<file path="src/rtl/pwm_capture_pkg.sv">
// rtl/pwm_capture_pkg.sv - shared state encoding and filter length for pwm_capture
package pwm_capture_pkg;

  typedef enum logic [1:0] {
    ST_IDLE = 2'd0,
    ST_HIGH = 2'd1,
    ST_LOW  = 2'd2
  } state_t;

  localparam int GLITCH_LEN = 3;

endpackage

</file>
<file path="src/rtl/sync_edge_det.sv">
// rtl/sync_edge_det.sv - pin synchroniser, optional glitch filter (PWM_CAPTURE_GLITCH_FILTER_EN), edge detect
module sync_edge_det
  import pwm_capture_pkg::*;
#(
  parameter int SYNC_STAGES = 2
) (
  input  logic clk,
  input  logic rst_n,
  input  logic din,
  output logic level,
  output logic rise,
  output logic fall
);

  logic [SYNC_STAGES-1:0] sync_q;
  logic                   sync_out;
  logic                   prev_q;

  always_ff @(posedge clk or negedge rst_n) begin
    if (!rst_n) sync_q <= '0;
    else        sync_q <= {sync_q[SYNC_STAGES-2:0], din};
  end

  assign sync_out = sync_q[SYNC_STAGES-1];

`ifdef PWM_CAPTURE_GLITCH_FILTER_EN
  // Level follows the synchroniser only once GLITCH_LEN consecutive samples agree.
  logic [GLITCH_LEN-2:0] hist_q;
  logic                  filt_q;
  logic                  stable;

  assign stable = (&{sync_out, hist_q}) | ~(|{sync_out, hist_q});
  assign level  = stable ? sync_out : filt_q;

  always_ff @(posedge clk or negedge rst_n) begin
    if (!rst_n) begin
      hist_q <= '0;
      filt_q <= 1'b0;
    end else begin
      hist_q <= {hist_q[GLITCH_LEN-3:0], sync_out};
      filt_q <= level;
    end
  end
`else
  assign level = sync_out;
`endif

  always_ff @(posedge clk or negedge rst_n) begin
    if (!rst_n) prev_q <= 1'b0;
    else        prev_q <= level;
  end

  assign rise = level & ~prev_q;
  assign fall = ~level & prev_q;

endmodule

</file>
<file path="src/rtl/pwm_capture.sv">
// rtl/pwm_capture.sv - PWM period/high-time capture; PWM_CAPTURE_GLITCH_FILTER_EN enables the input filter
module pwm_capture
  import pwm_capture_pkg::*;
#(
  parameter int WIDTH       = 16,
  parameter int SYNC_STAGES = 2
) (
  input  logic             rst_i,
  input  logic             clk_i,
  input  logic             en_i,
  input  logic             pwm_i,
  output logic [WIDTH-1:0] period_o,
  output logic [WIDTH-1:0] high_o,
  output logic             valid_o,
  output logic             ovf_o,
  output logic             level_o
);

  localparam logic [WIDTH-1:0] CNT_MAX = '1;

  logic             rise, fall;
  state_t           state_q, state_d;
  logic [WIDTH-1:0] cnt_q, cnt_d, cnt_inc;
  logic [WIDTH-1:0] high_cap_q, high_cap_d;
  logic             load, ovf_d, sat;

  sync_edge_det #(.SYNC_STAGES(SYNC_STAGES)) u_sync (
    .clk   (clk_i),
    .rst_n (rst_i),
    .din   (pwm_i),
    .level (level_o),
    .rise  (rise),
    .fall  (fall)
  );

  assign sat     = (cnt_q == CNT_MAX);
  assign cnt_inc = sat ? cnt_q : cnt_q + WIDTH'(1);

  // An edge coinciding with saturation takes priority over the overflow.
  always_comb begin
    state_d    = state_q;
    cnt_d      = cnt_q;
    high_cap_d = high_cap_q;
    load       = 1'b0;
    ovf_d      = 1'b0;
    if (!en_i) begin
      state_d = ST_IDLE;
      cnt_d   = '0;
    end else begin
      case (state_q)
        ST_IDLE: begin
          if (rise) begin
            cnt_d   = WIDTH'(1);
            state_d = ST_HIGH;
          end
        end
        ST_HIGH: begin
          if (fall) begin
            high_cap_d = cnt_q;
            cnt_d      = cnt_inc;
            state_d    = ST_LOW;
          end else if (sat) begin
            ovf_d   = 1'b1;
            cnt_d   = '0;
            state_d = ST_IDLE;
          end else begin
            cnt_d = cnt_inc;
          end
        end
        ST_LOW: begin
          if (rise) begin
            load    = 1'b1;
            cnt_d   = WIDTH'(1);
            state_d = ST_HIGH;
          end else if (sat) begin
            ovf_d   = 1'b1;
            cnt_d   = '0;
            state_d = ST_IDLE;
          end else begin
            cnt_d = cnt_inc;
          end
        end
        default: begin
          state_d = ST_IDLE;
          cnt_d   = '0;
        end
      endcase
    end
  end

  always_ff @(posedge clk_i or negedge rst_i) begin
    if (!rst_i) begin
      state_q    <= ST_IDLE;
      cnt_q      <= '0;
      high_cap_q <= '0;
      period_o   <= '0;
      high_o     <= '0;
      valid_o    <= 1'b0;
      ovf_o      <= 1'b0;
    end else begin
      state_q    <= state_d;
      cnt_q      <= cnt_d;
      high_cap_q <= high_cap_d;
      valid_o    <= load;
      ovf_o      <= ovf_d;
      if (load) begin
        period_o <= cnt_q;
        high_o   <= high_cap_q;
      end
    end
  end

endmodule

</file>
<file path="config.mk">
export PLATFORM = sky130hd
export DESIGN_NAME = pwm_capture
export DESIGN_NICKNAME = d
export VERILOG_FILES = /design/src/rtl/pwm_capture_pkg.sv /design/src/rtl/sync_edge_det.sv /design/src/rtl/pwm_capture.sv
export SDC_FILE = /design/constraint.sdc
export NUM_CORES = 1
export LEC_CHECK = 0
export CORE_MARGIN = 4
export CORE_UTILIZATION = 49
export DETAILED_ROUTE_END_ITERATION = 7
export PLACE_DENSITY_LB_ADDON = 0.15
export SYNTH_ARGS = -nofsm -noshare
export SYNTH_HDL_FRONTEND = slang
export SYNTH_HIERARCHICAL = 1
export SYNTH_SLANG_ARGS = --single-unit
</file>
<file path="constraint.sdc">
create_clock -name clk_i -period 4.5 [get_ports clk_i]
set_input_delay 0.9 -clock clk_i [delete_from_list [all_inputs] [get_ports clk_i]]
set_output_delay 0.9 -clock clk_i [all_outputs]
set_load 0.01 [all_outputs]
</file>
# Word level (Yosys, flattened, before mapping)
# Cells that the tools add are included.
# classes
addsub	1
eq_ne	4
muxes	21
bitwise	4
n_reduce_logical	2
# ops
cell	n
$mux 16	6
$pmux 16 s3	1
$add 16x1->16 const B	1
$eq 16x16->1 const B	1
$mux 2	5
$mux 1	7
$pmux 2 s3	1
$ne 3x3->1 const B	1
$reduce_and 3->1	1
$and 1x1->1	2
$eq 2x1->1 const B	1
$eq 2x2->1 const B	1
$logic_not 2->1	1
$not 1->1	2
$pmux 1 s2	1
# word_totals
ff_bits	71
in_bits	4
word_cells	41

# Depth between registers and ports, before layout
# Gate-level depths: netlist of the first run.
# logic_depth
word_depth	6
ltp_mapped	9
ltp_nobuf	8

# Modules after synthesis
# Netlist of the first run, hierarchy kept.
# modules_own_cells
mod	instances	cells_each	area_per_inst_um2	seq_area_each_um2
pwm_capture	1	256	3029.2	1701.6
sync_edge_det	1	5	90.1	75.1

# Worst setup path before layout of the first run
# Ideal clock, no wire load.
# synth_path
path_kind	input to register
start	input port en_i
end	register high_o[10]
arrival_ps	1877
t_required_ps	4375
slack_ps	2498
cell_stages	3
path_cell_list	nand3_1 > clkbuf_1 > mux2_2
# synth_via
elab_chain_cells	1
# synth_lines
element	line	text
start: declaration	pwm_capture.sv:10	input logic en_i,
$mux 1	pwm_capture.sv:46	if (!en_i) begin
end signal: assignment	pwm_capture.sv:108	high_o <= high_cap_q;
end: declaration	pwm_capture.sv:13	output logic [WIDTH-1:0] high_o,
# No other way between the ends.
# A chain may end at the register's enable or synchronous reset.

# Worst setup path after layout of the first run
# layout_path
start	input port en_i
end	register period_o[6]
# layout_via
elab_chain_cells	1
# layout_lines
element	line	text
$mux 1	pwm_capture.sv:46	
end signal: assignment	pwm_capture.sv:107	period_o <= cnt_q;
end: declaration	pwm_capture.sv:12	output logic [WIDTH-1:0] period_o,
# No other way between the ends.

==> metrics.txt, run 1 <==
CTS tree=yes; multi-input logic area=1247 um2; Seq. cell area=1777 um2; Final Hold Slack=0.3514 ns; Layout fillers=498; WL/cell=15.67 um; Starting Density=0.5147; post-route cell area=3749 um2; worst-margin pin slew=1.066 ns; Final min period=2.824 ns; WS Path Type=input port to flip-flop; ys async rst share=1.000; Slew Limit Fails=0; FP Rows=28; fmax=0.3542 GHz; total track usage=0.1789; final hold vios=0; Worst Skew=0.002905 ns; Die Height=87.79 um; port bufs=38; P per Cell Area=328.4 nW/um2; Leak=0.001766 uW; Diodes inserted=0; Routed WL=6.001 mm; CP required=4.73 ns; Synthesized Nets=271; RSZ-0062 raised after global routing=false; remaining global-route overflow=0; arrival time at the worst endpoint=3.05 ns; I/O pin cnt=39; pin count of the biggest net entering global routing=45; clk buf depth=2; Final ANT Viol Nets=0; router iterations before antenna repair=4; status=finished, final reports clean; P&R area growth vs syn=20.18%; CTS Hold Bufs=0; via count of the routed design=2,157; first-pass GRT wire length=10.70 mm; CTS sink cnt=71; worst path cell trace=clkdlybuf4s50_1, nand3_1, buf_4, mux2_2; mapped cell area=3119 um2; Buf/Inv on CP=2; CP max FO=24; Die Area=7706 um2; Nets=313; Final Cycle Share=0.6275; CP peak stage delay=0.78 ns; Num CTS Buffers=9; core area=6061 um2; Post-route DRC=0; Post-Syn Area per Cell=11.95 um2; RePlAce Congestion=0.8252; Clk pin slew, worst setup/hold paths=0.07 ns; critical path launch point type=input port; Synth warnings=6; Cells after Synth=261; CP top delay family=buffers and inverters; Max Cap Violations=0; worst vdd ir=0.1678 mV; top_reg_cell synth=dfrtp_1; hold crit path type=flip-flop to flip-flop; share of post-route cells with drive strength above 1=0.2175; initial DRC count=95; most common cell after layout, fill and taps aside=dfrtp_1; post-synthesis sequential area ratio=0.5696; Die Wd=87.79 um; vias per cell=5.632; DP Area=3553 um2; hpwl dp=4.053 mm; CTS H-tree lvls=3; final setup violating endpoints=0; Distinct cells, synth=42; CTS resizes=0; Final Total Pwr=1231 uW; Seq cells post-synth=71; vias in the first global route=2,260; initial antenna violation count=0; most used cells in the layout excluding fill and tap cells=71 x dfrtp_1, 40 x mux2_2, 37 x clkdlybuf4s50_1; Root Buffer Master=clkbuf_8; Critical-path top delay cell=nand3_1; Post-CTS Setup Repair Bufs=0; Rel. slew slack=0.2872; nature of the critical path endpoint=flip-flop; Setup TNS=0 ns; worst skew pair latency=0.34 ns; EDFF count, synth=0
==> registers in the layout, summed over array words and instances (netlist names) <==
signal,count
high_cap_q,16
high_o,16
u_sync/sync_q,2
cnt_q,16
valid_o,1
ovf_o,1
u_sync/prev_q,1
state_q,2
period_o,16
==> routing by layer <==
metal / wire length (um) / track usage
met1: 2877 / 0.2381
met4: 111 / 0.08508
met3: 251 / 0.03481
met5: 0 / 0
met2: 2760 / 0.2822
==> path summary, 6_finish.rpt <==
check | startpoint | depth (start not counted) | end | slack [ns]
worst max register to register | state_q[0] | 7 | cnt_q[3] | 1.90
max in group asynchronous | rst_i | 2 | cnt_q[12] | 2.91
worst max-delay path | en_i | 4 | period_o[6] | 1.68
min in group asynchronous | rst_i | 1 | high_cap_q[6] | 0.70
worst min-delay path | u_sync/sync_q[0] | 0 | u_sync/sync_q[1] | 0.35
worst min register to register | u_sync/sync_q[0] | 0 | u_sync/sync_q[1] | 0.35
==> per-stage QoR <==
stage               utilization  worst slack (ns)  cells
floorplan                     -             2.498    261
global placement         0.5863             1.390    367
detailed placement       0.5863             1.274    367
CTS                      0.6185             1.643    383
global route             0.6185             1.492    383
finish                   0.6185             1.676    383
==> synth_stat cells, drive strengths merged, types with 5 or more instances <==
cell type / instances / area (um2)
dfrtp: 71 / 1777
mux2: 40 / 450.4
o21ai: 25 / 125.1
nand2: 17 / 63.81
nor2: 14 / 52.55
inv: 12 / 45.04
a21oi: 10 / 53.80
nand3: 10 / 50.05
clkbuf: 6 / 22.52
ha: 6 / 75.07
nand4: 5 / 43.79
==> layout make-up <==
| cell class | instances | area share |
|---|---|---|
| Inverter | 12 | 0.01202 |
| Tap cell | 75 | 0.02503 |
| Clock inverter | 2 | 0.003338 |
| Sequential cell | 71 | 0.4740 |
| Multi-Input combinational cell | 169 | 0.3328 |
| Timing Repair Buffer | 40 | 0.1041 |
| Clock buffer | 14 | 0.04873 |
==> report_power, final <==
part           internal, uW  switching (uW)  total [uW]
clock network           260             225         485
logic                  30.0            58.9        88.9
registers               649            8.45         657
==> cell families (layout without fill, tap and decap cells) <==
group	after synthesis	after routing	synth area share
flip-flops	71	71	0.5696
buffers and inverters	21	68	0.03048
multiplexers	40	40	0.1444
AND/OR/NAND/NOR	62	62	0.1067
AO/OA/AOI/OAI	61	61	0.1248
adder cells (fa/ha/maj)	6	6	0.02407
Power figures use the tool's default switching activity.
==> run 2, diff against run 1 <==
==> constraint.sdc (replaced) <==
create_clock -name clk_i -period 2.4 [get_ports clk_i]
set_input_delay 0.48 -clock clk_i [delete_from_list [all_inputs] [get_ports clk_i]]
set_output_delay 0.48 -clock clk_i [all_outputs]
set_load 0.01 [all_outputs]
==> run 2 against run 1 <==
  * Flip-flop and latch count stayed put
  * Wire length is 0.55% higher
  * Combinational power is 100% higher
  * Largest cell class unchanged
  * Via count fell by 0.37%
==> metrics.txt, run 2 (synthesis results as in run 1) <==
status=finished, final reports clean; RSZ-0062 raised after global routing=false; CP required=2.62 ns (-2.11 ns); Final min period=2.180 ns; CTS Hold Bufs=0 (unchanged); initial DRC count=121 (+27%); Die Height=87.79 um (unchanged); remaining global-route overflow=0 (unchanged); nature of the critical path endpoint=flip-flop; core area=6061 um2 (unchanged); Routed WL=6.034 mm (+0.55%); pin count of the biggest net entering global routing=72 (+60%); port bufs=38 (unchanged); most common cell after layout, fill and taps aside=dfrtp_1; Post-CTS Setup Repair Bufs=0 (unchanged); Nets=320 (+2.2%); via count of the routed design=2,149 (-0.37%); Clk pin slew, worst setup/hold paths=0.07 ns (about the same); worst-margin pin slew=0.4933 ns (-0.5730 ns); arrival time at the worst endpoint=2.40 ns (-0.65 ns); P&R area growth vs syn=23.59%; RePlAce Congestion=0.8326 (+0.90%); most used cells in the layout excluding fill and tap cells=71 x dfrtp_1, 40 x mux2_2, 37 x clkdlybuf4s50_1; fmax=0.4588 GHz; Num CTS Buffers=9 (unchanged); worst path cell trace=ha_1, nand3_1, nor4_4, buf_4, a21oi_2, buf_4, a21o_1, a22o_1; Slew Limit Fails=0 (unchanged); Post-route DRC=0 (unchanged); CTS H-tree lvls=3 (unchanged); I/O pin cnt=39 (unchanged); clk buf depth=2 (unchanged); worst skew pair latency=0.34 ns (about the same); first-pass GRT wire length=10.76 mm (+0.52%); WL/cell=15.47 um (-1.3%); Leak=0.001825 uW (+3.3%); Die Wd=87.79 um (unchanged); WS Path Type=flip-flop to flip-flop; Rel. slew slack=0.6684 (+0.3812); critical path launch point type=flip-flop; hold crit path type=input port to async pin; Placed Instances=373 (+1.6%); vias in the first global route=2,217 (-1.9%); Setup TNS=0 ns (unchanged); worst reg2reg startpoint=cnt_q[1]; CP peak stage delay=0.44 ns (-0.34 ns); Starting Density=0.5147 (unchanged); FP Rows=28 (unchanged); hpwl dp=4.059 mm (+0.13%); Root Buffer Master=clkbuf_8; CTS tree=yes; final non-filler cell total=390 (+1.8%); Diodes inserted=0 (unchanged); Critical-path top delay cell=dfrtp_1; P per Cell Area=657.9 nW/um2 (+100%); Setup crit start=cnt_q[1]; Most Frequent Cell on Critical Path=buf_4; final hold vios=0 (unchanged); CTS resizes=0 (unchanged); router iterations before antenna repair=4 (unchanged); Worst Skew=0.009958 ns (+0.007052 ns); total track usage=0.1795 (+0.0005397); Max Cap Violations=0 (unchanged); share of post-route cells with drive strength above 1=0.2349 (+0.01739); worst vdd ir=0.3637 mV (+120%); Die Area=7706 um2 (unchanged); CP max FO=23 (-4.2%); vias per cell=5.510 (-2.2%); final setup violating endpoints=0 (unchanged); initial antenna violation count=0 (unchanged); CTS sink cnt=71 (unchanged); Final ANT Viol Nets=0 (unchanged); Final Cycle Share=0.9082
==> run 2: routing by layer <==
layer  vias up  global-route usage  part of all wire
met4         0             0.07252             0.018
met2        57              0.2849              0.46
met3        10             0.03198             0.051
met5         -                   0                 0
met1      1048              0.2448              0.47
li1       1034                   -                 -
==> run 2: final timing paths <==
| kind | to | slack (ns) | depth (start not counted) |
|---|---|---|---|
| max | cnt_q[13] | 0.22 | 8 |
| min | high_o[8] | 0.16 | 2 |
| max reg2reg | cnt_q[13] | 0.22 | 8 |
| min reg2reg | u_sync/sync_q[1] | 0.35 | 0 |
| max in group asynchronous | high_cap_q[14] | 1.96 | 2 |
| min in group clk_i | u_sync/sync_q[1] | 0.35 | 0 |
==> run 2: power breakdown <==
| part | switching, uW | internal [uW] |
|---|---|---|
| logic | 111 | 66.3 |
| registers | 16.2 | 1220 |
| clock network | 437 | 689 |
| total | 565 | 1970 |
==> run 2: critical path, delay by kind of cell, from the launching register on <==
kind                       cells  cell delay, ns
AOI/OAI and AO/OA              3            0.39
adders and majority gates      1            0.24
DFF                            1            0.44
buffers and inverters          2            0.41
and+or+nand+nor                2            0.58
==> run 2: area by class of cell <==
cell class | instances | area, um2
repair buffers | 47 | 455.4
flip-flops and latches | 71 | 1777
clock inverters | 6 | 108.9
multi-input cells | 169 | 1247
well taps | 75 | 93.84
fillers | 502 | 2206
inverters | 12 | 45.04
clock buffers | 10 | 127.6
==> run 2: through the flow <==
stage               worst slack, ns  cell area [um2]  hold slack, ns  utilization  power (uW)
finish                       0.2202             3855          0.1564       0.6360        2536
global route                0.03795             3855          0.1856       0.6360        2638
CTS                          0.2476             3847          0.1696       0.6348        2559
detailed placement           0.2729             3611          0.3364       0.5958        1434
global placement             0.3729             3611          0.3320       0.5958        1432
floorplan                    0.4973             3119          0.1844            -        1361
==> run 3, diff against run 2 <==
--- a/config.mk
+++ b/config.mk
@@ -9,6 +9,7 @@
 export CORE_UTILIZATION = 49
 export DETAILED_ROUTE_END_ITERATION = 7
 export PLACE_DENSITY_LB_ADDON = 0.15
+export RECOVER_POWER = 100
 export SYNTH_ARGS = -nofsm -noshare
 export SYNTH_HDL_FRONTEND = slang
 export SYNTH_HIERARCHICAL = 1
==> run 3 against run 2 <==
  * The flow now finishes with violations (capacitance limit, slew limit)
  * Clock-buffer cell count unchanged
  * Largest power group unchanged
  * Cell area decreased by 0.88%
  * Clock skew about the same
==> metrics.txt, run 3 (synthesis results as in run 1) <==
core area=6061 um2 (unchanged); worst reg2reg startpoint=cnt_q[1]; Die Height=87.79 um (unchanged); FF-to-FF setup slack=0.21 ns (about the same); Die Wd=87.79 um (unchanged); CTS sink cnt=71 (unchanged); Rel. slew slack=-0.1360 (-0.8044); CP max FO=23 (unchanged); WS Path Type=flip-flop to flip-flop; busiest grt layer=met2; M2 GR Usage=0.2849 (unchanged); reg2reg path depth=8 (unchanged); clk buf depth=2 (unchanged); worst path cell trace=ha_1, nand3_1, nor4_4, buf_4, a21oi_1, buf_4, a21o_1, a22o_1; multi-input logic area=1244 um2 (-0.30%); initial DRC count=103 (-15%); via count of the routed design=2,162 (+0.60%); first-pass GRT wire length=10.76 mm (unchanged); most used cells in the layout excluding fill and tap cells=71 x dfrtp_1, 40 x mux2_2, 36 x dlygate4sd3_1; critical path launch point type=flip-flop; P&R area growth vs syn=22.50%; final hold vios=0 (unchanged); total track usage=0.1795 (unchanged); R2R Path End=cnt_q[13]; worst slack, placed=0.2729 ns (unchanged); final worst slack=0.2057 ns (-0.01455 ns); CTS tree=yes; hpwl dp=4.059 mm (unchanged); Max Cap Violations=1 (+1); vias in the first global route=2,217 (unchanged); final setup violating endpoints=0 (unchanged); Critical-path top delay cell=dfrtp_1; fmax=0.4557 GHz (-0.66%); pin count of the biggest net entering global routing=72 (unchanged); Placed Instances=373 (unchanged); CTS H-tree lvls=3 (unchanged); worst vdd ir=0.3620 mV (-0.45%); Nets=320 (unchanged); RePlAce Congestion=0.8326 (unchanged); router iterations before antenna repair=4 (unchanged); Post-CTS Setup Repair Bufs=0 (unchanged); Final ANT Viol Nets=0 (unchanged); remaining global-route overflow=0 (unchanged); I/O pin cnt=39 (unchanged); CTS Hold Bufs=0 (unchanged); Post-route DRC=0 (unchanged); Clk pin slew, worst setup/hold paths=0.07 ns (about the same); Hold Startpoint=u_sync/sync_q[0]; grt met1 use=0.2448 (unchanged); most common cell after layout, fill and taps aside=dfrtp_1; port bufs=38 (unchanged); Die Area=7706 um2 (unchanged); arrival time at the worst endpoint=2.42 ns (+0.02 ns); GRT met3 Usage=0.03198 (unchanged); Final Cycle Share=0.9143 (+0.006062); CP peak stage delay=0.44 ns (about the same); hold crit path type=flip-flop to flip-flop; Layout fillers=506 (+0.80%); WL/cell=15.42 um (-0.35%); Root Buffer Master=clkbuf_8; nature of the critical path endpoint=flip-flop; Final min period=2.194 ns (+0.01455 ns); Slew Limit Fails=72 (+72); worst skew pair latency=0.34 ns (about the same); Setup TNS=0 ns (unchanged); Starting Density=0.5147 (unchanged); Seq. cell area=1777 um2 (unchanged); CP top delay family=simple AND/OR/NAND/NOR gates; CP required=2.62 ns (about the same); initial antenna violation count=0 (unchanged); failing checks=capacitance limit, slew limit; Buf/Inv on CP=2 (unchanged); Diodes inserted=0 (unchanged); number of cells on the worst hold path=0; P per Cell Area=662.3 nW/um2 (+0.67%); post-route cell area=3821 um2 (-0.88%); Worst Hold Endpoint=u_sync/sync_q[1]; final non-filler cell total=390 (unchanged); Leak=0.001931 uW (+5.8%); worst-margin pin slew=1.704 ns (+1.211 ns); Routed WL=6.013 mm (-0.35%); RSZ-0062 raised after global routing=false; share of post-route cells with drive strength above 1=0.2190 (-0.01587); DP Area=3611 um2 (unchanged); FP Rows=28 (unchanged); vias per cell=5.544 (+0.60%); Worst Skew=0.009742 ns (-0.0002160 ns); Num CTS Buffers=9 (unchanged); CTS resizes=0 (unchanged); Most Frequent Cell on Critical Path=buf_4; status=complete, but fails checks
[run 3: power breakdown]
group | switching (uW) | total [uW] | internal, uW
clock | 439 | 1130 | 689
sequential | 16.0 | 1230 | 1220
combinational | 111 | 171 | 60.0
total | 566 | 2530 | 1960
[run 3: worst max path at each step]
stage,startpoint,end,slack (ns),depth (start not counted)
floorplan,cnt_q[1],cnt_q[0],0.50,8
global placement,en_i,cnt_q[5],0.37,6
detailed placement,cnt_q[1],cnt_q[0],0.27,7
CTS,cnt_q[1],cnt_q[0],0.25,7
global route,cnt_q[1],cnt_q[15],0.04,8
finish,cnt_q[1],cnt_q[13],0.21,8
[run 3: cell type report]
type / instances / share of cell area
Clock buffer: 10 / 0.03340
Clock inverter: 6 / 0.02849
Inverter: 12 / 0.01179
Multi-Input combinational cell: 169 / 0.3255
Sequential cell: 71 / 0.4650
Tap cell: 75 / 0.02456
Timing Repair Buffer: 47 / 0.1113
[run 3: worst reg2reg max path: stages (launching register included)]
cell,delay [ns]
dfrtp_1,0.44
ha_1,0.24
nand3_1,0.21
nor4_4,0.37
buf_4,0.18
a21oi_1,0.06
buf_4,0.22
a21o_1,0.18
a22o_1,0.17
[run 3: per-stage QoR]
| step | util | total power [uW] | hold WS (ns) |
|---|---|---|---|
| 5_1_grt | 0.6305 | 2631 | 0.3655 |
| 4_1_cts | 0.6348 | 2559 | 0.1696 |
| 2_1_floorplan | - | 1361 | 0.1844 |
| 3_5_place_dp | 0.5958 | 1434 | 0.3364 |
| 6_report | 0.6305 | 2531 | 0.3497 |
| 3_3_place_gp | 0.5958 | 1432 | 0.3320 |
[run 3: routing by layer]
metal	part of all wire	wire, um
met5	0	0
met1	0.47	2842
met4	0.015	92
met3	0.054	322
met2	0.46	2755
